--- src/rtl/risky_pipe_ctrl.sv ---
// Pipeline sequencer for the risky core: arbitrates the shared memory port between
// fetch and execute loads/stores and drives stall/bubble/flush for control transfers.
module risky_pipe_ctrl #(
  parameter int unsigned MEM_TIMEOUT = 16
) (
  input  logic       clk,
  input  logic       rst_n,
  input  logic       dec_valid,
  input  logic [6:0] dec_op,
  input  logic       ex_mem_req,
  input  logic       mem_ack,
  input  logic       br_resolve,
  input  logic       br_taken,
  output logic       fetch_en,
  output logic       dec_stall,
  output logic       ex_bubble,
  output logic       ex_stall,
  output logic       mem_sel,
  output logic       pc_redirect,
  output logic       flush,
  output logic       mem_err,
  output logic [1:0] ctrl_state
);

  localparam int unsigned ST_W  = 2;
  localparam int unsigned CNT_W = 8;
  localparam int unsigned OP_W  = 7;

  localparam logic [ST_W-1:0] ST_RUN  = 2'd0;
  localparam logic [ST_W-1:0] ST_CTRL = 2'd1;
  localparam logic [ST_W-1:0] ST_MEM  = 2'd2;

  localparam logic [OP_W-1:0] OP_BRANCH = 7'b1100011;
  localparam logic [OP_W-1:0] OP_JAL    = 7'b1101111;
  localparam logic [OP_W-1:0] OP_JALR   = 7'b1100111;

  // Last MEM wait count before a forced release.
  localparam logic [CNT_W-1:0] CNT_LAST = CNT_W'(MEM_TIMEOUT - 1);

  logic [ST_W-1:0]  state_q, state_d;
  logic [CNT_W-1:0] cnt_q, cnt_d;
  logic             ctl;

  // State and wait counter registers with synchronous reset.
  always_ff @(posedge clk) begin
    if (!rst_n) begin
      state_q <= ST_RUN;
      cnt_q   <= '0;
    end else begin
      state_q <= state_d;
      cnt_q   <= cnt_d;
    end
  end

  // Next-state and Mealy output logic.
  always_comb begin
    state_d     = state_q;
    cnt_d       = cnt_q;
    fetch_en    = 1'b1;
    dec_stall   = 1'b0;
    ex_bubble   = 1'b0;
    ex_stall    = 1'b0;
    mem_sel     = 1'b0;
    pc_redirect = 1'b0;
    flush       = 1'b0;
    mem_err     = 1'b0;
    ctrl_state  = state_q;
    ctl         = dec_valid &&
                  (dec_op == OP_BRANCH || dec_op == OP_JAL || dec_op == OP_JALR);

    case (state_q)
      ST_RUN: begin
        if (ex_mem_req) begin
          mem_sel   = 1'b1;
          fetch_en  = 1'b0;
          dec_stall = 1'b1;
          ex_stall  = 1'b1;
          state_d   = ST_MEM;
          cnt_d     = '0;
        end else if (ctl) begin
          fetch_en = 1'b0;
          state_d  = ST_CTRL;
        end
      end
      ST_CTRL: begin
        // ex_mem_req here is a protocol violation and is deliberately ignored.
        if (!br_resolve) begin
          fetch_en  = 1'b0;
          dec_stall = 1'b1;
          ex_bubble = 1'b1;
        end else begin
          if (br_taken) begin
            pc_redirect = 1'b1;
            flush       = 1'b1;
            fetch_en    = 1'b0;
            ex_bubble   = 1'b1;
          end
          state_d = ST_RUN;
        end
      end
      ST_MEM: begin
        mem_sel   = 1'b1;
        fetch_en  = 1'b0;
        dec_stall = 1'b1;
        if (mem_ack || cnt_q == CNT_LAST) begin
          ex_bubble = 1'b1;
          mem_err   = !mem_ack;
          state_d   = ST_RUN;
          cnt_d     = '0;
        end else begin
          ex_stall = 1'b1;
          cnt_d    = cnt_q + CNT_W'(1);
        end
      end
      default: begin
        state_d = ST_RUN;
        cnt_d   = '0;
      end
    endcase

    if (!rst_n) begin
      fetch_en    = 1'b0;
      dec_stall   = 1'b0;
      ex_bubble   = 1'b0;
      ex_stall    = 1'b0;
      mem_sel     = 1'b0;
      pc_redirect = 1'b0;
      flush       = 1'b0;
      mem_err     = 1'b0;
      ctrl_state  = ST_RUN;
    end
  end

endmodule

--- config.mk ---
export PLATFORM = sky130hd
export DESIGN_NAME = risky_pipe_ctrl
export DESIGN_NICKNAME = d
export VERILOG_FILES = /design/src/rtl/risky_pipe_ctrl.sv
export SDC_FILE = /design/constraint.sdc
export NUM_CORES = 1
export LEC_CHECK = 0
export BUFFER_PORTS_ARGS = -buffer_cell sky130_fd_sc_hd__buf_2
export CAP_MARGIN = 20
export CORE_MARGIN = 2
export CORE_UTILIZATION = 50
export CTS_CLUSTER_DIAMETER = 50
export DETAILED_ROUTE_END_ITERATION = 12
export PLACE_DENSITY = 0.83
export SLEW_MARGIN = 40
export SYNTH_ARGS = -nofsm -noshare
export SYNTH_HDL_FRONTEND = slang
export SYNTH_SLANG_ARGS = --single-unit
--- constraint.sdc ---
create_clock -name clk -period 4 [get_ports clk]
set_input_delay 0.8 -clock clk [delete_from_list [all_inputs] [get_ports clk]]
set_output_delay 0.8 -clock clk [all_outputs]
set_load 0.005 [all_outputs]
==> impl_results.md, run 1 <==
- Non-filler cells, final: 125
- Worst reg2reg path startpoint: state_q[0]
- Initial DRT Pass Iterations: 4
- Nets: 130
- HPWL after DPL: 1100 um
- Reg2reg end: state_q[1]
- Ant diodes: 0
- RSZ-0062 raised after global routing: false
- F_max: 0.368 GHz
- Leakage: 0.373 nW
- Max Transition Viols Final: 0
- Max Root-Sink Buffers: 2
- Vias in the first global route: 535
- GRT overflow: 0
- Worst hold stages: 2
- Max-Cap Viols: 0
- Cell count after placement: 121
- Setup TNS: 0 ns
- Vias per Instance: 5.03
- Fraction of final layout cells sized beyond drive strength 1: 0.291
- H-tree depth: 1
- Flops & latches, synth: 10
- Tcrit/Tclk final: 0.680
- Met2 global-route usage: 0.333
- Area Overhead vs Synth: 23.3%
- Pin count of the biggest net entering global routing: 13
- Routed wire per std cell: 11.1 um
- Core area: 1270 sq um
- Synthesized cell area: 666 sq um
- Min-delay src: cnt_q[1]
- Hold Crit Class: flop to flop
- Aggregate routed wire length: 1380 um
- CTS sink count: 10
- Final setup viols: 0
- Post-DRT Antenna Nets: 0
- Die Y: 40.5 um
- Avg Cell Area, Syn: 7.74 sq um
- Crit path time final: 2.72 ns
- Clock root buffer: clkbuf_4
- Most common cell after layout, fill and taps aside: buf_2
- Postcts setup bufs: 0
- Die area: 1640 sq um
- Run status: finished clean
- Cells after Synth: 86
- Sequential share of the synthesized area: 0.301
- Total number of vias: 629
- Hold buffer count at CTS: 0
- Gr busiest metal: met2
- Synth warnings: 0
- Port bufs: 23
- Starting Density: 0.525
- CP Data Arrival Time: 1.92 ns
- Clock Skew: 0.000569 ns
- CP Class: flop to primary output
- PostCTS Resize Cnt: 0
- Number of antenna violations at the first check in global routing: 0
- TritonCTS buffer count: 3
- DRC viols: 0
- Ports: 24
- Met3 GRT Util: 0.0389
- Die Wd: 40.5 um
- Worst Hold Slack: 0.514 ns
- First-pass GRT wire length: 2000 um
- Worst Setup End Kind: primary output
- CP required: 3.20 ns
- Worst Max-Slew Pin Slew: 0.614 ns
- Clock-pin slew on the worst setup and hold paths: 0.06 ns
- Total global-route track usage: 0.185
- Final Hold Viols: 0
- GP Congestion: 0.846
- Synth unique cells: 27
- Met1 Usage GRT: 0.191
- Crit Path Max Fanout: 10
- Clock Latency Late Sink: 0.26 ns
- Post-Syn Nets: 105
- CTS tree: done
- Commonest non-fill, non-tap cells in the layout: buf_2, nor2_1, nand2_1, dfxtp_1, xnor2_1
- DRT iter0 DRCs: 8
- Reg2reg setup slack: 2.05 ns
- Core Util, Final: 0.647
- R2r worst-path depth: 6
- Crit path launch type: flop
- FP Rows: 13
- Relative slew slack: 0.590
- Peak supply drop: 0.190 mV
- P per Cell Area: 340 nW/um^2
- Worst Hold End: cnt_q[1]
-- cells in the mapped netlist (all sizes together) --
| library cell | n | area share |
|---|---|---|
| mux2 | 1 | 0.023 |
| a21o | 1 | 0.013 |
| o21ai | 4 | 0.036 |
| a21oi | 5 | 0.038 |
| nand4b | 1 | 0.013 |
| buf | 1 | 0.011 |
| nand2 | 10 | 0.056 |
| nor2 | 12 | 0.068 |
| a31oi | 1 | 0.0094 |
| xnor2 | 7 | 0.092 |
| mux2i | 1 | 0.015 |
| nand3 | 4 | 0.038 |
| or4 | 1 | 0.017 |
| nor3 | 3 | 0.023 |
| and3 | 1 | 0.0094 |
| dfxtp | 10 | 0.30 |
| nor4 | 3 | 0.028 |
| nor2b | 3 | 0.028 |
| nand4 | 1 | 0.0094 |
| o31ai | 1 | 0.011 |
| a211oi | 1 | 0.011 |
| inv | 6 | 0.034 |
| ha | 5 | 0.094 |
| nor3b | 1 | 0.011 |
| clkbuf | 2 | 0.011 |
-- power breakdown --
part           internal [mW]  switching (mW)
Sequential             0.105         0.00520
Clock                 0.0553          0.0344
Combinational         0.0345          0.0446
Total                  0.195          0.0842
-- state kept, by name (all words and copies together), names as in the netlist --
name	flops
cnt_q	8
state_q	2
-- cell families (layout without fill, tap and decap cells) --
| group | Yosys count | in the layout | share of synthesized area |
|---|---|---|---|
| buf+inv | 9 | 33 | 0.0564 |
| mux | 2 | 2 | 0.0376 |
| compound gates | 13 | 13 | 0.118 |
| fa+ha+maj | 5 | 5 | 0.0940 |
| flops | 10 | 10 | 0.301 |
| simple gates | 40 | 40 | 0.301 |
| xor+xnor | 7 | 7 | 0.0921 |
-- stage by stage --
step           worst slack [ns]  area (sq um)  power (mW)
6_report                   1.28           821       0.279
5_1_grt                    1.07           821       0.296
4_1_cts                    1.27           821       0.283
3_5_place_dp               1.31           785       0.192
3_3_place_gp               1.35           785       0.189
2_1_floorplan              1.73           666       0.167
-- how the worst max path moves through the flow --
stage	start	end	cells after the start
CTS	state_q[0]	fetch_en	6
detailed placement	ex_mem_req	fetch_en	5
floorplan	ex_mem_req	fetch_en	4
finish	state_q[0]	fetch_en	6
global route	state_q[0]	fetch_en	6
global placement	ex_mem_req	fetch_en	5
-- critical path: stages, from the launching register on --
cell     delay [ns]
dfxtp_1        0.34
inv_1          0.10
ha_1           0.19
nor2b_1        0.53
o31ai_1        0.22
a21oi_1        0.16
buf_2          0.12
-- area by class of cell --
cell class / instances / area (sq um)
fill: 121 / 448
multi-input combinational: 67 / 428
sequential: 10 / 200
timing repair buffer: 23 / 115
clock buffer: 4 / 36.3
inverter: 6 / 22.5
tap: 15 / 18.8
-- per-layer routing --
layer	vias to the layer above	routed length [um]
met1	262	622
li1	342	-
met5	-	0
met3	4	90
met2	21	655
met4	0	14
No activity file was read; power rests on OpenSTA's default activity.
==> run 2: changes to the inputs <==
--- a/config.mk
+++ b/config.mk
@@ -8,10 +8,10 @@
 export BUFFER_PORTS_ARGS = -buffer_cell sky130_fd_sc_hd__buf_2
 export CAP_MARGIN = 20
 export CORE_MARGIN = 2
-export CORE_UTILIZATION = 50
+export CORE_UTILIZATION = 47
 export CTS_CLUSTER_DIAMETER = 50
 export DETAILED_ROUTE_END_ITERATION = 12
-export PLACE_DENSITY = 0.83
+export PLACE_DENSITY = 0.79
 export SLEW_MARGIN = 40
 export SYNTH_ARGS = -nofsm -noshare
 export SYNTH_HDL_FRONTEND = slang
==> constraint.sdc (replaced) <==
create_clock -name clk -period 2.8 [get_ports clk]
set_input_delay 0.56 -clock clk [delete_from_list [all_inputs] [get_ports clk]]
set_output_delay 0.56 -clock clk [all_outputs]
set_load 0.005 [all_outputs]
==> run 2 against run 1 <==
  * Sequential cell count unchanged
  * Die area up 5.8%
  * Clock power up 5.2%
  * Sequential share of layout area up 0.19 points
  * Hold slack better by 0.00083 ns
  * Final area down 0.76%
  * Combinational power up 44%
  * Core utilization down 2.9 points
  * Power up 32%
  * First-iteration DRC count down 13%
  * Register-to-register slack worse by 0.92 ns
  * Global-route usage down 1.8 points
  * Largest power group unchanged
==> impl_results.md, run 2 (synthesized netlist as in run 1, its figures left out) <==
- Min-delay src: cnt_q[1]
- Peak supply drop: 0.284 mV
- Tcrit/Tclk final: 0.783
- Total number of vias: 657
- Clock-pin slew on the worst setup and hold paths: 0.06 ns
- Largest register FFs: 8
- Max Transition Viols Final: 0
- Ant diodes: 0
- Clock power share: 0.257
- Internal power: 0.252 mW
- Largest registers: cnt_q (8), state_q (2)
- Largest register by flop count: cnt_q
- Aggregate routed wire length: 1340 um
- Initial DRT Pass Iterations: 4
- Non-filler cells, final: 125
- Hold Crit Class: flop to flop
- Reg power frac: 0.432
- Die Y: 41.6 um
- Starting Density: 0.505
- Nets: 131
- Cell count after placement: 122
- F_max: 0.456 GHz
- HPWL after DPL: 1040 um
- Worst hold stages: 2
- Setup TNS: 0 ns
- Final setup viols: 0
- Post-DRT Antenna Nets: 0
- PostCTS Resize Cnt: 0
- Final Hold Viols: 0
- Crit Path Max Fanout: 5
- Post-place setup slack: 0.830 ns
- CP Data Arrival Time: 1.63 ns
- Clock Latency Late Sink: 0.26 ns
- DRT iter0 DRCs: 7
- Crit path launch type: flop
- Postcts setup bufs: 0
- Routed wire per std cell: 10.7 um
- GRT overflow: 0
- Clock Skew: 0.00198 ns
- Hold buffer count at CTS: 0
- Ports: 24
- Max Root-Sink Buffers: 2
- P per Cell Area: 451 nW/um^2
- RSZ-0062 raised after global routing: false
- Final WS setup: 0.607 ns
- Run status: finished clean
- TritonCTS buffer count: 3
- CTS sink count: 10
- Worst reg2reg path startpoint: state_q[0]
- Clock root buffer: clkbuf_4
- Commonest non-fill, non-tap cells in the layout: buf_2, nor2_1, nand2_1, dfxtp_1, xnor2_1
- Sw Share: 0.314
- H-tree depth: 1
- Area Overhead vs Synth: 22.4%
- Crit path time final: 2.19 ns
- Pin count of the biggest net entering global routing: 13
- DRC viols: 0
- Worst Max-Slew Pin Slew: 0.370 ns
- Psw: 0.115 mW
- Total global-route track usage: 0.167
- Port bufs: 23
- Leakage: 0.371 nW
- Fraction of final layout cells sized beyond drive strength 1: 0.291
- Core area: 1320 sq um
- Most common cell after layout, fill and taps aside: buf_2
- CP required: 2.24 ns
- Worst Setup End Kind: primary output
- Vias in the first global route: 585
- Combinational share of power: 0.312
- Die area: 1730 sq um
- FP Rows: 13
- GP Congestion: 0.774
- Max-Cap Viols: 0
- R2r worst-path depth: 7
- Relative slew slack: 0.751
- Number of antenna violations at the first check in global routing: 0
- Critical path origin: cnt_q[4]
- CTS tree: done
- First-pass GRT wire length: 2260 um
- CP Class: flop to primary output
- Vias per Instance: 5.26
- Die Wd: 41.6 um
[run 2: cell type report]
cell class,instances,area (sq um)
fill,122,503
multi-input combinational,67,428
sequential,10,200
timing repair buffer,24,123
clock buffer,3,22.5
inverter,6,22.5
tap,15,18.8
[run 2: routing by layer]
metal / up-vias / wire (um) / global-route usage
met5: - / 0 / 0
met4: 0 / 5 / 0.0968
met3: 2 / 80 / 0.0217
met2: 19 / 639 / 0.297
met1: 294 / 614 / 0.188
li1: 342 / - / -
[run 2: worst paths after layout]
path,endpoint,slack [ns]
max,ex_bubble,0.61
min,cnt_q[1],0.52
max reg2reg,state_q[1],1.13
min reg2reg,cnt_q[1],0.52
[run 2: per-stage QoR]
| step | hold WS (ns) | power, mW | instance area (sq um) | util |
|---|---|---|---|---|
| global placement | 0.480 | 0.274 | 792 | 0.601 |
| detailed placement | 0.513 | 0.277 | 792 | 0.601 |
| finish | 0.515 | 0.367 | 815 | 0.618 |
| global route | 0.543 | 0.397 | 815 | 0.618 |
| CTS | 0.523 | 0.374 | 815 | 0.618 |
| floorplan | 0.471 | 0.238 | 666 | - |
[run 2: critical path, cell delays in order, from the launching register on]
cell and delay [ns]:
dfxtp_1 0.35, or4_4 0.55, nor2_1 0.12, o21ai_0 0.09, a21oi_1 0.14, buf_2 0.12
[run 2: power by group through the flow]
stage	Combinational, mW	Clock [mW]	Sequential, mW
CTS	0.116	0.0994	0.158
global placement	0.113	0	0.161
finish	0.114	0.0944	0.159
detailed placement	0.115	0	0.162
floorplan	0.0790	0	0.159
global route	0.132	0.105	0.160
==> run 3: changes to the inputs <==
--- a/config.mk
+++ b/config.mk
@@ -8,10 +8,10 @@
 export BUFFER_PORTS_ARGS = -buffer_cell sky130_fd_sc_hd__buf_2
 export CAP_MARGIN = 20
 export CORE_MARGIN = 2
-export CORE_UTILIZATION = 47
+export CORE_UTILIZATION = 42
 export CTS_CLUSTER_DIAMETER = 50
 export DETAILED_ROUTE_END_ITERATION = 12
-export PLACE_DENSITY = 0.79
+export PLACE_DENSITY = 0.75
 export SLEW_MARGIN = 40
 export SYNTH_ARGS = -nofsm -noshare
 export SYNTH_HDL_FRONTEND = slang
==> constraint.sdc (replaced) <==
create_clock -name clk -period 2 [get_ports clk]
set_input_delay 0.4 -clock clk [delete_from_list [all_inputs] [get_ports clk]]
set_output_delay 0.4 -clock clk [all_outputs]
set_load 0.005 [all_outputs]
==> run 3 against run 2 <==
  * Largest power group unchanged
  * Clock skew is 0.0025 ns higher
  * Sequential share of layout area fell by 1.8 points
  * Non-clock buffer count is 4 higher
  * Die area up 11%
  * Highest routed layer is now met3
  * Routed wire length increased by 6.9%
  * Power up 58%
  * Critical path depth is the same
  * Cell count grew 4.8%
  * First-iteration DRC count rose to 2.6 times the previous value
==> impl_results.md, run 3 (synthesized netlist as in run 1, its figures left out) <==
- Starting Density: 0.447
- Total number of vias: 677
- Worst Setup End Kind: primary output
- Non-filler cells, final: 131
- Core area: 1490 sq um
- Number of antenna violations at the first check in global routing: 0
- CP Data Arrival Time: 1.58 ns
- R2r worst-path depth: 7
- Aggregate routed wire length: 1430 um
- Setup TNS: 0 ns
- Max Root-Sink Buffers: 2
- Pin count of the biggest net entering global routing: 13
- Ports: 24
- TritonCTS buffer count: 3
- Die Y: 43.8 um
- CP Class: flop to primary output
- Routed wire per std cell: 10.9 um
- Die Wd: 43.8 um
- Peak supply drop: 0.420 mV
- Most common cell after layout, fill and taps aside: buf_2
- Nets: 135
- Core Util, Final: 0.608
- Final Hold Viols: 0
- Run status: finished clean
- Final setup viols: 0
- P per Cell Area: 640 nW/um^2
- HPWL after DPL: 1070 um
- CP required: 1.60 ns
- Cell count after placement: 123
- F_max: 0.506 GHz
- Worst hold stages: 3
- Ant diodes: 0
- Crit Path Max Fanout: 2
- Worst Max-Slew Pin Slew: 0.413 ns
- Clock Latency Late Sink: 0.26 ns
- Vias per Instance: 5.17
- First-pass GRT wire length: 2320 um
- Hold buffer count at CTS: 0
- Largest register by flop count: cnt_q
- Post-DRT Antenna Nets: 0
- RSZ-0062 raised after global routing: true
- Crit path launch type: flop
- FP Rows: 14
- Clock root buffer: clkbuf_4
- Min-delay src: rst_n
- Die area: 1920 sq um
- Initial DRT Pass Iterations: 4
- Clock-pin slew on the worst setup and hold paths: 0.07 ns
- Worst Hold Slack: 0.404 ns
- GP Congestion: 0.808
- Worst reg2reg path startpoint: state_q[1]
- Vias in the first global route: 555
- Leakage: 0.405 nW
- Hold Crit Class: input pin to flop
- Relative slew slack: 0.722
- Reg2reg end: cnt_q[5]
- DRC viols: 0
- Commonest non-fill, non-tap cells in the layout: buf_2, nor2_1, nand2_1, xnor2_1, dfxtp_1
- Crit path time final: 1.98 ns
- GRT overflow: 0
- Max-Cap Viols: 0
- CTS tree: done
- Largest registers: cnt_q (8), state_q (2)
- Largest register FFs: 8
- Reg2reg setup slack: 0.33 ns
- Worst Hold End: state_q[0]
- H-tree depth: 1
- Tcrit/Tclk final: 0.988
- DRT iter0 DRCs: 18
- Filler cell count: 138
- Fraction of final layout cells sized beyond drive strength 1: 0.409
- Max Transition Viols Final: 0
- Total global-route track usage: 0.161
- Port bufs: 23
- CTS sink count: 10
- Area Overhead vs Synth: 35.9%
- Clock Skew: 0.00443 ns
[run 3: changes by cell type in the layout (fill, tap and decap cells not counted), moves of 2 or more]
cell and change:
buf_4 +4, nor2b_1 -2, dfxtp_2 +2, a21oi_2 +2, a21oi_1 -2, dfxtp_1 -3
[run 3: per-layer routing]
layer,track usage,part of all wire,routed length [um],vias to the layer above
met5,0,0,0,-
met4,0.0182,0,0,0
met3,0.0625,0.11,155,0
met2,0.279,0.48,690,30
met1,0.191,0.41,585,296
li1,-,-,-,351
[run 3: timing repair]
item / 4_1_cts / 5_1_grt
gates resized for setup: 6 / 9
pin swaps: 3 / 1
setup buffers: 2 / 2
endpoints found under the setup margin: 2 / 3
[run 3: power breakdown]
part           internal, mW  switching (mW)  total (mW)
clock                 0.110          0.0685       0.179
combinational        0.0824          0.0958       0.178
sequential            0.210          0.0115       0.221
total                 0.403           0.176       0.579
[run 3: critical path, cell delays in order, from the launching register on]
cell,delay (ns)
dfxtp_2,0.32
or4_4,0.57
nor2_4,0.13
o21ai_2,0.06
a21oi_2,0.11
buf_2,0.12
[run 3: worst max-delay path by stage]
stage	from	endpoint	slack [ns]
after floorplan	state_q[1]	pc_redirect	0.33
after CTS	cnt_q[6]	ex_bubble	0.01
after global routing	cnt_q[6]	ex_bubble	-0.04
after detailed placement	cnt_q[4]	ex_bubble	0.23
final	cnt_q[6]	ex_bubble	0.02
after global placement	cnt_q[4]	ex_bubble	0.26
[run 3: stage by stage]
step	area (sq um)	total power, mW	setup slack (ns)
detailed placement	793	0.388	0.231
CTS	855	0.574	0.0116
global placement	793	0.383	0.256
global route	905	0.619	-0.0364
floorplan	666	0.334	0.328
finish	905	0.579	0.0234
[run 3: layout make-up]
type,instances,area (sq um),share of cell area
Clock buffer,4,36.3,0.0401
Timing Repair Buffer,28,153,0.169
Tap cell,16,20.0,0.0221
Sequential cell,10,206,0.228
Multi-Input combinational cell,67,467,0.516
Inverter,6,22.5,0.0249
